--- config.mk ---
export PLATFORM = sky130hd
export DESIGN_NAME = adc_clk_scheduler
export DESIGN_NICKNAME = d
export VERILOG_FILES = /design/src/rtl/adc_sched_pkg.sv /design/src/rtl/adc_clk_scheduler_rr_arbiter.sv /design/src/rtl/adc_clk_scheduler.sv
export SDC_FILE = /design/constraint.sdc
export NUM_CORES = 1
export LEC_CHECK = 0
export CORE_ASPECT_RATIO = 2
export CORE_UTILIZATION = 43
export CTS_CLUSTER_DIAMETER = 50
export DETAILED_ROUTE_END_ITERATION = 8
export PLACE_DENSITY = 0.88
export REMOVE_ABC_BUFFERS = 1
export SETUP_SLACK_MARGIN = 0.15
export SYNTH_ARGS = -nofsm -noshare
export SYNTH_HDL_FRONTEND = slang
export SYNTH_HIERARCHICAL = 1
export SYNTH_SLANG_ARGS = --single-unit
--- constraint.sdc ---
create_clock -name clk -period 3.5 [get_ports clk]
set_input_delay 0.35 -clock clk [delete_from_list [all_inputs] [get_ports clk]]
set_output_delay 0.35 -clock clk [all_outputs]
set_load 0.1 [all_outputs]
--- src/rtl/adc_sched_pkg.sv ---
// Shared types and constants for the ADC clock divider scheduler.
package adc_sched_pkg;

  typedef enum logic [2:0] {
    ST_IDLE,
    ST_ARB,
    ST_LOAD,
    ST_SETTLE,
    ST_RUN,
    ST_RELEASE
  } state_e;

  // Clocks the divider is held in reset so it latches a new ratio and parity.
  localparam int LOAD_CYCLES = 2;

  function automatic int clog2(input int v);
    int r;
    r = 0;
    for (int i = 0; i < 31; i++) begin
      if ((1 << i) < v) r = i + 1;
    end
    return r;
  endfunction

endpackage

--- src/rtl/adc_clk_scheduler_rr_arbiter.sv ---
// Round-robin one-hot pick among requesters starting at a rotating pointer;
// the pointer moves past the serviced channel when adv pulses.
module rr_arbiter #(
  parameter int NREQ = 4
) (
  input  logic            clk,
  input  logic            rst_n,
  input  logic [NREQ-1:0] req,
  input  logic            adv,
  input  logic [2:0]      adv_idx,
  output logic [NREQ-1:0] pick_oh,
  output logic [2:0]      pick_idx,
  output logic            any_req
);

  logic [2:0]        ptr_q;
  logic [2*NREQ-1:0] rot;
  logic [3:0]        sum;
  logic              found;

  // Doubling the request vector lets a plain shift express the wrap-around search.
  always_comb begin
    rot   = {req, req} >> ptr_q;
    sum   = '0;
    found = 1'b0;
    for (int k = 0; k < NREQ; k++) begin
      if (!found && rot[k]) begin
        found = 1'b1;
        sum   = {1'b0, ptr_q} + 4'(k);
      end
    end
    if (sum >= 4'(NREQ)) sum = sum - 4'(NREQ);
    pick_idx = sum[2:0];
    pick_oh  = found ? ({{(NREQ-1){1'b0}}, 1'b1} << pick_idx) : '0;
    any_req  = found;
  end

  always_ff @(posedge clk or negedge rst_n) begin
    if (!rst_n) begin
      ptr_q <= '0;
    end else if (adv) begin
      ptr_q <= (adv_idx == 3'(NREQ - 1)) ? 3'd0 : adv_idx + 3'd1;
    end
  end

endmodule

--- src/rtl/adc_clk_scheduler.sv ---
// Time-shares one programmable ADC clock divider among NREQ channels: grant,
// reload and restart the divider, discard SETTLE edges, strobe a burst, release.
module adc_clk_scheduler
  import adc_sched_pkg::*;
#(
  parameter int NREQ   = 4,
  parameter int MW     = 13,
  parameter int BW     = 8,
  parameter int SETTLE = 4
) (
  input  logic               clk,
  input  logic               rst_n,
  input  logic               enable,
  input  logic [NREQ-1:0]    req,
  input  logic [NREQ*MW-1:0] div_m,
  input  logic [NREQ*BW-1:0] burst_len,
  input  logic               ad_clk,
  output logic [MW-1:0]      m_out,
  output logic               div_rst_n,
  output logic [NREQ-1:0]    gnt,
  output logic               busy,
  output logic               sample_strobe,
  output logic               done,
  output logic [2:0]         done_id,
  output logic               err
);

  localparam int SW = clog2(SETTLE + 1);
  localparam int LW = clog2(LOAD_CYCLES + 1);

  state_e          state_q;
  logic [LW-1:0]   load_cnt;
  logic [SW-1:0]   settle_cnt;
  logic [BW-1:0]   burst_cnt;
  logic [MW-1:0]   shadow_m;
  logic [BW-1:0]   shadow_bl;
  logic [2:0]      cur_id;
  logic            ad_clk_d;
  logic            rise;

  logic [NREQ-1:0] pick_oh;
  logic [2:0]      pick_idx;
  logic            any_req;
  logic [MW-1:0]   sel_m;
  logic [BW-1:0]   sel_bl;

  rr_arbiter #(.NREQ(NREQ)) u_arb (
    .clk      (clk),
    .rst_n    (rst_n),
    .req      (req),
    .adv      (state_q == ST_RELEASE),
    .adv_idx  (cur_id),
    .pick_oh  (pick_oh),
    .pick_idx (pick_idx),
    .any_req  (any_req)
  );

  always_comb begin
    sel_m  = '0;
    sel_bl = '0;
    for (int i = 0; i < NREQ; i++) begin
      if (pick_oh[i]) begin
        sel_m  = div_m[i*MW +: MW];
        sel_bl = burst_len[i*BW +: BW];
      end
    end
  end

  // Edge history is forced low while the divider is held so a restart never
  // inherits a stale high level.
  always_ff @(posedge clk or negedge rst_n) begin
    if (!rst_n) ad_clk_d <= 1'b0;
    else        ad_clk_d <= div_rst_n ? ad_clk : 1'b0;
  end

  assign rise = ad_clk & ~ad_clk_d;

  always_ff @(posedge clk or negedge rst_n) begin
    if (!rst_n) begin
      state_q       <= ST_IDLE;
      load_cnt      <= '0;
      settle_cnt    <= '0;
      burst_cnt     <= '0;
      shadow_m      <= '0;
      shadow_bl     <= '0;
      cur_id        <= '0;
      m_out         <= '0;
      div_rst_n     <= 1'b0;
      gnt           <= '0;
      busy          <= 1'b0;
      sample_strobe <= 1'b0;
      done          <= 1'b0;
      done_id       <= '0;
      err           <= 1'b0;
    end else begin
      sample_strobe <= 1'b0;
      done          <= 1'b0;
      err           <= 1'b0;
      case (state_q)
        ST_IDLE: begin
          if (enable && any_req) begin
            state_q <= ST_ARB;
            busy    <= 1'b1;
          end
        end
        ST_ARB: begin
          shadow_m  <= sel_m;
          shadow_bl <= sel_bl;
          cur_id    <= pick_idx;
          if (!any_req) begin
            state_q <= ST_IDLE;
            busy    <= 1'b0;
          end else if (sel_m < MW'(2)) begin
            done    <= 1'b1;
            err     <= 1'b1;
            done_id <= pick_idx;
            gnt     <= '0;
            busy    <= 1'b0;
            state_q <= ST_IDLE;
          end else begin
            gnt       <= pick_oh;
            m_out     <= sel_m;
            div_rst_n <= 1'b0;
            load_cnt  <= '0;
            state_q   <= ST_LOAD;
          end
        end
        ST_LOAD: begin
          if (load_cnt == LW'(LOAD_CYCLES - 1)) begin
            div_rst_n  <= 1'b1;
            settle_cnt <= '0;
            state_q    <= ST_SETTLE;
          end else begin
            load_cnt <= load_cnt + 1'b1;
          end
        end
        ST_SETTLE: begin
          if (rise) begin
            if (settle_cnt == SW'(SETTLE - 1)) begin
              burst_cnt <= '0;
              if (shadow_bl == '0) begin
                state_q   <= ST_RELEASE;
                done      <= 1'b1;
                done_id   <= cur_id;
                gnt       <= '0;
                div_rst_n <= 1'b0;
              end else begin
                state_q <= ST_RUN;
              end
            end else begin
              settle_cnt <= settle_cnt + 1'b1;
            end
          end
        end
        ST_RUN: begin
          if (rise) begin
            sample_strobe <= 1'b1;
            burst_cnt     <= burst_cnt + 1'b1;
            if ((burst_cnt + BW'(1)) == shadow_bl) begin
              state_q   <= ST_RELEASE;
              done      <= 1'b1;
              done_id   <= cur_id;
              gnt       <= '0;
              div_rst_n <= 1'b0;
            end
          end
        end
        ST_RELEASE: begin
          state_q <= ST_IDLE;
          busy    <= 1'b0;
        end
        default: begin
          state_q <= ST_IDLE;
          busy    <= 1'b0;
        end
      endcase
    end
  end

endmodule
== Yosys cells after proc, flatten, opt, wreduce, memory -nomap -nowiden ==
Index checks and enable logic that the tools add are counted.

* Word-level logic and storage cells: 160
* Register bits: 56

* Shift operators: 2
* Reductions and logical operators: 24
* Multiplexer cells: 82
* Equality and inequality tests: 22
* Magnitude comparators: 2
* $add $sub $neg: 8
* Bitwise operators: 4

{| class="wikitable"
|+ Operators by type and width
! kind !! count
|-
| 3-bit two-way mux || 19
|-
| 8-bit two-way mux || 7
|-
| 13-bit two-way mux || 4
|-
| 4-bit two-way mux || 11
|-
| 1-bit two-way mux || 27
|-
| 2-bit != test (second input constant) || 12
|-
| 8-bit one-hot mux with 2 select lines || 1
|-
| 3-bit one-hot mux with 5 select lines || 1
|-
| 13-bit by 2-bit less-than comparator with 1-bit output (second input constant) || 1
|-
| 3-bit by 2-bit == test with 1-bit output (second input constant) || 4
|-
| 4-bit one-hot mux with 3 select lines || 1
|-
| 4-bit AND reduction || 3
|-
| 2-bit two-way mux || 5
|-
| 3-bit one-hot mux with 3 select lines || 1
|-
| 9-bit AND reduction || 1
|-
| 3-bit by 2-bit adder with 4-bit output (second input constant) || 2
|-
| 8-bit by 1-bit adder with 8-bit output (second input constant) || 1
|-
| 8-bit == test || 1
|-
| 8-bit zero test || 1
|-
| 8-bit AND reduction || 1
|-
| 8-bit by 3-bit >> shifter with 4-bit output || 1
|-
| 7-bit AND reduction || 1
|-
| 3-bit by 1-bit adder with 3-bit output (second input constant) || 2
|-
| 3-bit == test (second input constant) || 2
|-
| 23 further kinds || 34
|}

== Longest topological paths before layout ==
* Word-level depth: 23
* Mapped depth: 20
* Depth with buffers taken out: 15

== By module ==
The synthesis kept the hierarchy.

{| class="wikitable"
|+ By module, submodules not included
! module !! area an instance (sq um) !! instances !! cells each
|-
| adc_clk_scheduler || 3220.6 || 1 || 367
|-
| rr_arbiter || 600.6 || 1 || 71
|}

== Worst setup path before layout ==
OpenSTA, ideal clock, no wires.

* Path kind: register to register
* Start: reg u_arb.ptr_q[0]
* End: reg done_id[0]
* Arrival: 3727 ps
* Path slack: -356 ps
* Cell stages (with the launch flop): 16
* Required time: 3372 ps
* Path buffers: 3
* Library setup time: 128 ps
* Clock period less this slack: 3856 ps
* Cell sequence: dfrtp_1 -> buf_4 -> mux2i_1 -> o22ai_1 -> and3_1 -> a211o_1 -> a211oi_1 -> nor2b_1 -> buf_2 -> clkbuf_1 -> a22oi_1 -> a2bb2oi_1 -> nand4b_1 -> nor3_2 -> a211oi_2 -> mux2_1

* Longest elaborated chain between the ends: 22
* Elaborated cells on any way between the ends: 34
* Those cells by class: 4 x add/sub; 2 x order compare; 2 x eq/ne; 2 x shift; 17 x mux; 7 x reduce/logical

{| class="wikitable"
|+ Ends and longest elaborated chain
! element !! line !! source
|-
| start, declared || adc_clk_scheduler_rr_arbiter.sv:16 || <nowiki>logic [2:0] ptr_q;</nowiki>
|-
| start signal, assigned || adc_clk_scheduler_rr_arbiter.sv:42 || <nowiki>ptr_q <= (adv_idx == 3'(NREQ - 1)) ? 3'd0 : adv_idx + 3'd1;</nowiki>
|-
| 8-bit by 3-bit >> shifter with 4-bit output || adc_clk_scheduler_rr_arbiter.sv:23 || <nowiki>rot = {req, req} >> ptr_q;</nowiki>
|-
| 1-bit two-way mux || adc_clk_scheduler_rr_arbiter.sv:27 || <nowiki>if (!found && rot[k]) begin</nowiki>
|-
| 1-bit zero test || adc_clk_scheduler_rr_arbiter.sv:27 ||
|-
| 1-bit logical AND || adc_clk_scheduler_rr_arbiter.sv:27 ||
|-
| 1-bit two-way mux || adc_clk_scheduler_rr_arbiter.sv:27 ||
|-
| 1-bit zero test || adc_clk_scheduler_rr_arbiter.sv:27 ||
|-
| 1-bit logical AND || adc_clk_scheduler_rr_arbiter.sv:27 ||
|-
| 1-bit two-way mux || adc_clk_scheduler_rr_arbiter.sv:27 ||
|-
| [4 not listed] || n/a ||
|-
| 3-bit two-way mux || adc_clk_scheduler_rr_arbiter.sv:32 || <nowiki>if (sum >= 4'(NREQ)) sum = sum - 4'(NREQ);</nowiki>
|-
| 1-bit by 3-bit left shift with 4-bit output || adc_clk_scheduler_rr_arbiter.sv:34 || <nowiki>pick_oh = found ? ({{(NREQ-1){1'b0}}, 1'b1} << pick_idx) : '0;</nowiki>
|-
| 4-bit two-way mux * || adc_clk_scheduler_rr_arbiter.sv:34 ||
|-
| named net pick_oh[0] || adc_clk_scheduler.sv:41 || <nowiki>logic [NREQ-1:0] pick_oh;</nowiki>
|-
| 13-bit two-way mux * (4 in a row) || adc_clk_scheduler.sv:62 || <nowiki>if (pick_oh[i]) begin</nowiki>
|-
| 13-bit by 2-bit less-than comparator with 1-bit output * || adc_clk_scheduler.sv:113 || <nowiki>end else if (sel_m < MW'(2)) begin</nowiki>
|-
| 2-bit != test (no source line) * || n/a ||
|-
| 8-bit AND reduction (no source line) * || n/a ||
|-
| end signal, assigned || adc_clk_scheduler.sv:116 || <nowiki>done_id <= pick_idx;</nowiki>
|-
| end signal, assigned || adc_clk_scheduler.sv:144 || <nowiki>done_id <= cur_id;</nowiki>
|-
| end signal, assigned || adc_clk_scheduler.sv:162 || <nowiki>done_id <= cur_id;</nowiki>
|-
| end, declared || adc_clk_scheduler.sv:24 || <nowiki>output logic [2:0] done_id,</nowiki>
|}

The timed path passes the listed nets; every way through them passes the cells marked *. The select of a mux whose other input is x is not followed.
A chain may end at the register's enable or synchronous reset.

== Worst setup path after layout ==
* Start: reg u_arb.ptr_q[0]
* End: reg busy

* Elaborated cells on any way between the ends: 34
* Those cells by class: 4 x add/sub; 2 x order compare; 2 x eq/ne; 2 x shift; 16 x mux; 8 x reduce/logical

{| class="wikitable"
|+ RTL lines
! element !! line !! source
|-
| 8-bit by 3-bit >> shifter with 4-bit output || adc_clk_scheduler_rr_arbiter.sv:23 ||
|-
| 1-bit two-way mux || adc_clk_scheduler_rr_arbiter.sv:27 ||
|-
| 1-bit zero test || adc_clk_scheduler_rr_arbiter.sv:27 ||
|-
| 1-bit logical AND || adc_clk_scheduler_rr_arbiter.sv:27 ||
|-
| 1-bit two-way mux || adc_clk_scheduler_rr_arbiter.sv:27 ||
|-
| 1-bit zero test || adc_clk_scheduler_rr_arbiter.sv:27 ||
|-
| 1-bit logical AND || adc_clk_scheduler_rr_arbiter.sv:27 ||
|-
| 1-bit two-way mux || adc_clk_scheduler_rr_arbiter.sv:27 ||
|-
| [4 not listed] || n/a ||
|-
| 3-bit two-way mux || adc_clk_scheduler_rr_arbiter.sv:32 ||
|-
| 1-bit by 3-bit left shift with 4-bit output || adc_clk_scheduler_rr_arbiter.sv:34 ||
|-
| 4-bit two-way mux * || adc_clk_scheduler_rr_arbiter.sv:34 ||
|-
| named net pick_oh[2] || adc_clk_scheduler.sv:41 ||
|-
| 13-bit two-way mux * (2 in a row) || adc_clk_scheduler.sv:62 ||
|-
| 13-bit by 2-bit less-than comparator with 1-bit output * || adc_clk_scheduler.sv:113 ||
|-
| 3-bit != test (no source line) * || n/a ||
|-
| 3-bit AND reduction (no source line) * || n/a ||
|-
| end signal, assigned || adc_clk_scheduler.sv:90 || <nowiki>busy <= 1'b0;</nowiki>
|-
| end signal, assigned || adc_clk_scheduler.sv:112 || <nowiki>busy <= 1'b0;</nowiki>
|-
| end signal, assigned || adc_clk_scheduler.sv:118 || <nowiki>busy <= 1'b0;</nowiki>
|-
| end, declared || adc_clk_scheduler.sv:21 || <nowiki>output logic busy,</nowiki>
|}

The timed path passes the listed nets; every way through them passes the cells marked *.

==> flow_summary_export.csv <==
group,metric,value,unit
place,port-buffer-count,116,
critical_path,path_cells,"buf_4 -> and4bb_2 -> a311oi_4 -> buf_4 -> nor4_4 -> a21oi_4 -> buf_12 -> a211oi_4 -> buf_6 -> nand2b_4 -> buf_4 -> o22a_1 -> a221oi_2 -> nand4b_1 -> buf_4 -> o21bai_4 -> buf_6 -> o21ai_1 -> o2bb2ai_1",
synthesis,synth_top_area_share,36.67,%
synthesis,synth-seq-cells,56,
timing,relSlewSlack,25.64,%
critical_path,regToRegStartpoint,"u_arb/ptr_q[0]$_DFFE_PN0P_",
critical_path,r2r_slack,-810,ps
power,clkPwrFrac,8.0,%
synthesis,synth_top_flop_cell,"dfrtp_1",
place,dp.cells,677,
flow_run,maxCapViolCount,0,
global_routing,grt_usage,31.08,%
critical_path,r2r-end,"busy$_DFFE_PN0P_",
synthesis,synthTopCellsByCount,"dfrtp_1, nor2_1, nand2_1, a21oi_1, o21ai_0",
critical_path,slowest_stage,"dfrtp_2",
floorplanning,fp.dieW,68.66,microns
synthesis,seq_area_frac_synth,36.67,%
timing,hold_ws,159.2,ps
global_routing,grt_pass1_wl,21.62,mm
final_layout,fill_cells,584,
critical_path,cpPeakStageDelay,470,ps
critical_path,start_kind,"flip-flop",
timing,fin_ws,-807.6,ps
critical_path,cpMostUsedCell,"buf_4",
critical_path,arrival,4470,ps
timing,grt_setup_unrepaired,"true",
power,power.internal,3.556,mW
cts,cts-buffers-inserted,5,
final_layout,nets,704,
synthesis,syn_inst,438,
cts,cts.path.max_buffers,2,
critical_path,path_class,"reg2reg",
timing,setup_viol,27,
synthesis,avgSynthCellArea,8.724,sq um
power,switching_share,50.77,%
synthesis,synth_warnings,6,
timing,finClkSkew,7.815,ps
floorplanning,die_y,135.3,microns
place,globalplace.congestion,0.9639,
synthesis,synth_edf_count,0,
power,p_switching,3.666,mW
floorplanning,rows,48,
critical_path,cp-end-kind,"flip-flop",
power,power_density,1179,nW/um^2
synthesis,synth_area_leaders,"dfrtp_1, a21oi_1, nor2_1",
timing,slew_violations,0,
final_layout,stdcell_count,704,
floorplanning,io_pins,117,
power,p_leak,2.605,nW
outcome,outcome,"finished, violations left",
critical_path,worst-path-max-fanout,7,
critical_path,crit_family,"compound AO/OA/AOI/OAI gates",
global_routing,overflow,0,
place,hpwl,9.610,mm
cts,clkTransAtPathRegs,70,ps
global_routing,first_global_vias,4453,
floorplanning,die_area,9290,sq um
final_layout,drive_above_1_share,23.51,%
critical_path,rr_worst_depth,19,
cts,clk_latency,300,ps
detailed_routing,vias,4398,
detailed_routing,wl,14.93,mm
synthesis,yosysUniqueCellTypes,65,
power,power_frac_comb,76.3,%
detailed_routing,dr.pass1.iters,5,
timing,fin_crit,4308,ps
cts,clock_sinks,56,
hold_path,min_path_type,"in2async",
detailed_routing,wire_per_inst,21.20,microns
final_layout,num_antenna_cells,0,
timing,worstMarginPinSlew,1112,ps
cts,h-tree-depth,2,
global_routing,grt_max_degree,39,
synthesis,synth.largest_area_cell,"dfrtp_1",
floorplanning,coreArea,8648,sq um
global_routing,antenna_found_initial,0,
timing,hold_viol,0,
final_layout,area_delta_synth_final,60.28,%
power,pwr-share-seq,15.6,%
outcome,violations,"setup timing",
detailed_routing,dr.first_iter.drc_count,354,
place,pre_cts_ws,-1091,ps
power,ir_drop,931.8,uV
cts,cts-root-buf,"clkbuf_16",
detailed_routing,drc,0,
synthesis,synthArstFlopShare,100.0,%
detailed_routing,vias_per_cell,6.247,
timing,fmax,232.1,MHz
detailed_routing,antenna_left,0,
cts,cts_tree,"built",
timing,fin_crit_sh,123.1,%
synthesis,yosysMostFrequentCell,"dfrtp_1",
floorplanning,start_util,44.18,%
critical_path,crit_buf_inv,7,
synthesis,syn-cell-area,3821,sq um
critical_path,required,3670,ps
## sequential cells by signal, indices dropped and copies added, names as in the netlist, 4 cells and up
name       flops
burst_cnt      8
shadow_bl      8
m_out         13
gnt            4
## cell usage in the layout, fill, tap and decap left out, drive strengths merged, types with 9 or more instances in the layout
master / count
nand2: 38
a21oi: 37
dfrtp: 56
inv: 17
nand3: 9
buf: 67
o21ai: 36
nor2: 47
a22oi: 15
clkdlybuf4s50: 111
mux2: 15
nand2b: 9
o22ai: 13
ha: 9
## per-layer routing
layer	vias up	track usage (%)	wire, microns
met3	93	4.377	837
met5	-	0	0
met1	2109	32.66	4920
li1	1952	-	-
met2	244	55.61	8096
met4	0	18.06	1071
## logic make-up after synthesis
logic type	synth area share [%]
buf+inv	4.584
flops	36.67
fa+ha+maj	2.947
mux	7.171
compound gates	27.83
xor+xnor	2.750
simple gates	18.04
## power groups by stage
| stage | clock network (mW) | registers (mW) | logic [mW] |
|---|---|---|---|
| floorplan | 0 | 1.75 | 2.04 |
| CTS | 0.573 | 1.10 | 4.64 |
| global placement | 0 | 1.10 | 4.07 |
| finish | 0.579 | 1.13 | 5.51 |
| detailed placement | 0 | 1.11 | 4.25 |
| global route | 0.601 | 1.15 | 5.82 |
## worst max-delay path by stage
stage,startpoint,end,slack [ps],depth (start not counted)
global placement,req[0],busy$_DFFE_PN0P_,-890,14
detailed placement,req[0],busy$_DFFE_PN0P_,-1090,14
global route,u_arb/ptr_q[0]$_DFFE_PN0P_,busy$_DFFE_PN0P_,-850,16
finish,u_arb/ptr_q[0]$_DFFE_PN0P_,busy$_DFFE_PN0P_,-810,19
floorplan,u_arb/ptr_q[1]$_DFFE_PN0P_,m_out[12]$_DFFE_PN0N_,-2430,12
CTS,u_arb/ptr_q[0]$_DFFE_PN0P_,busy$_DFFE_PN0P_,-510,16
## per-stage QoR
stage / power, mW / cell area [sq um] / setup TNS (ps) / util [%]
CTS: 6.315 / 5782 / -11020 / 66.85
finish: 7.222 / 6125 / -17860 / 70.82
global route: 7.575 / 6125 / -19760 / 70.82
floorplan: 3.798 / 3710 / -72280 / -
detailed placement: 5.361 / 5414 / -28200 / 62.60
global placement: 5.176 / 5414 / -22310 / 62.60
## worst reg2reg max path: stages, from the launching register on
cell       delay (ps)
dfrtp_2           470
buf_4             170
and4bb_2          320
a311oi_4           50
buf_4             160
nor4_4            330
a21oi_4           150
buf_12            160
a211oi_4          320
buf_6             160
nand2b_4           80
buf_4             160
o22a_1            190
a221oi_2          320
nand4b_1          190
buf_4             210
o21bai_4          260
buf_6             170
o21ai_1           110
o2bb2ai_1         190
## final cells by class
cell class	instances	area, sq um	share of cell area (%)
clock buffer	6	128.9	2.104
clock inverter	2	35.03	0.5720
inverter	17	63.81	1.042
multi-input combinational	341	2624	42.84
sequential	56	1404	22.92
tap	100	125.1	2.043
timing repair buffer	182	1744	28.48
## timing repair
item | in CTS | in global routing
endpoints found under the hold margin | 0 | 0
pin swaps | 13 | 18
endpoints found under the setup margin | 35 | 35
setup buffers | 9 | 9
gates cloned | 1 | 0
resized for setup | 25 | 53
hold buffers | 0 | 0
Power figures use the tool's default switching activity.
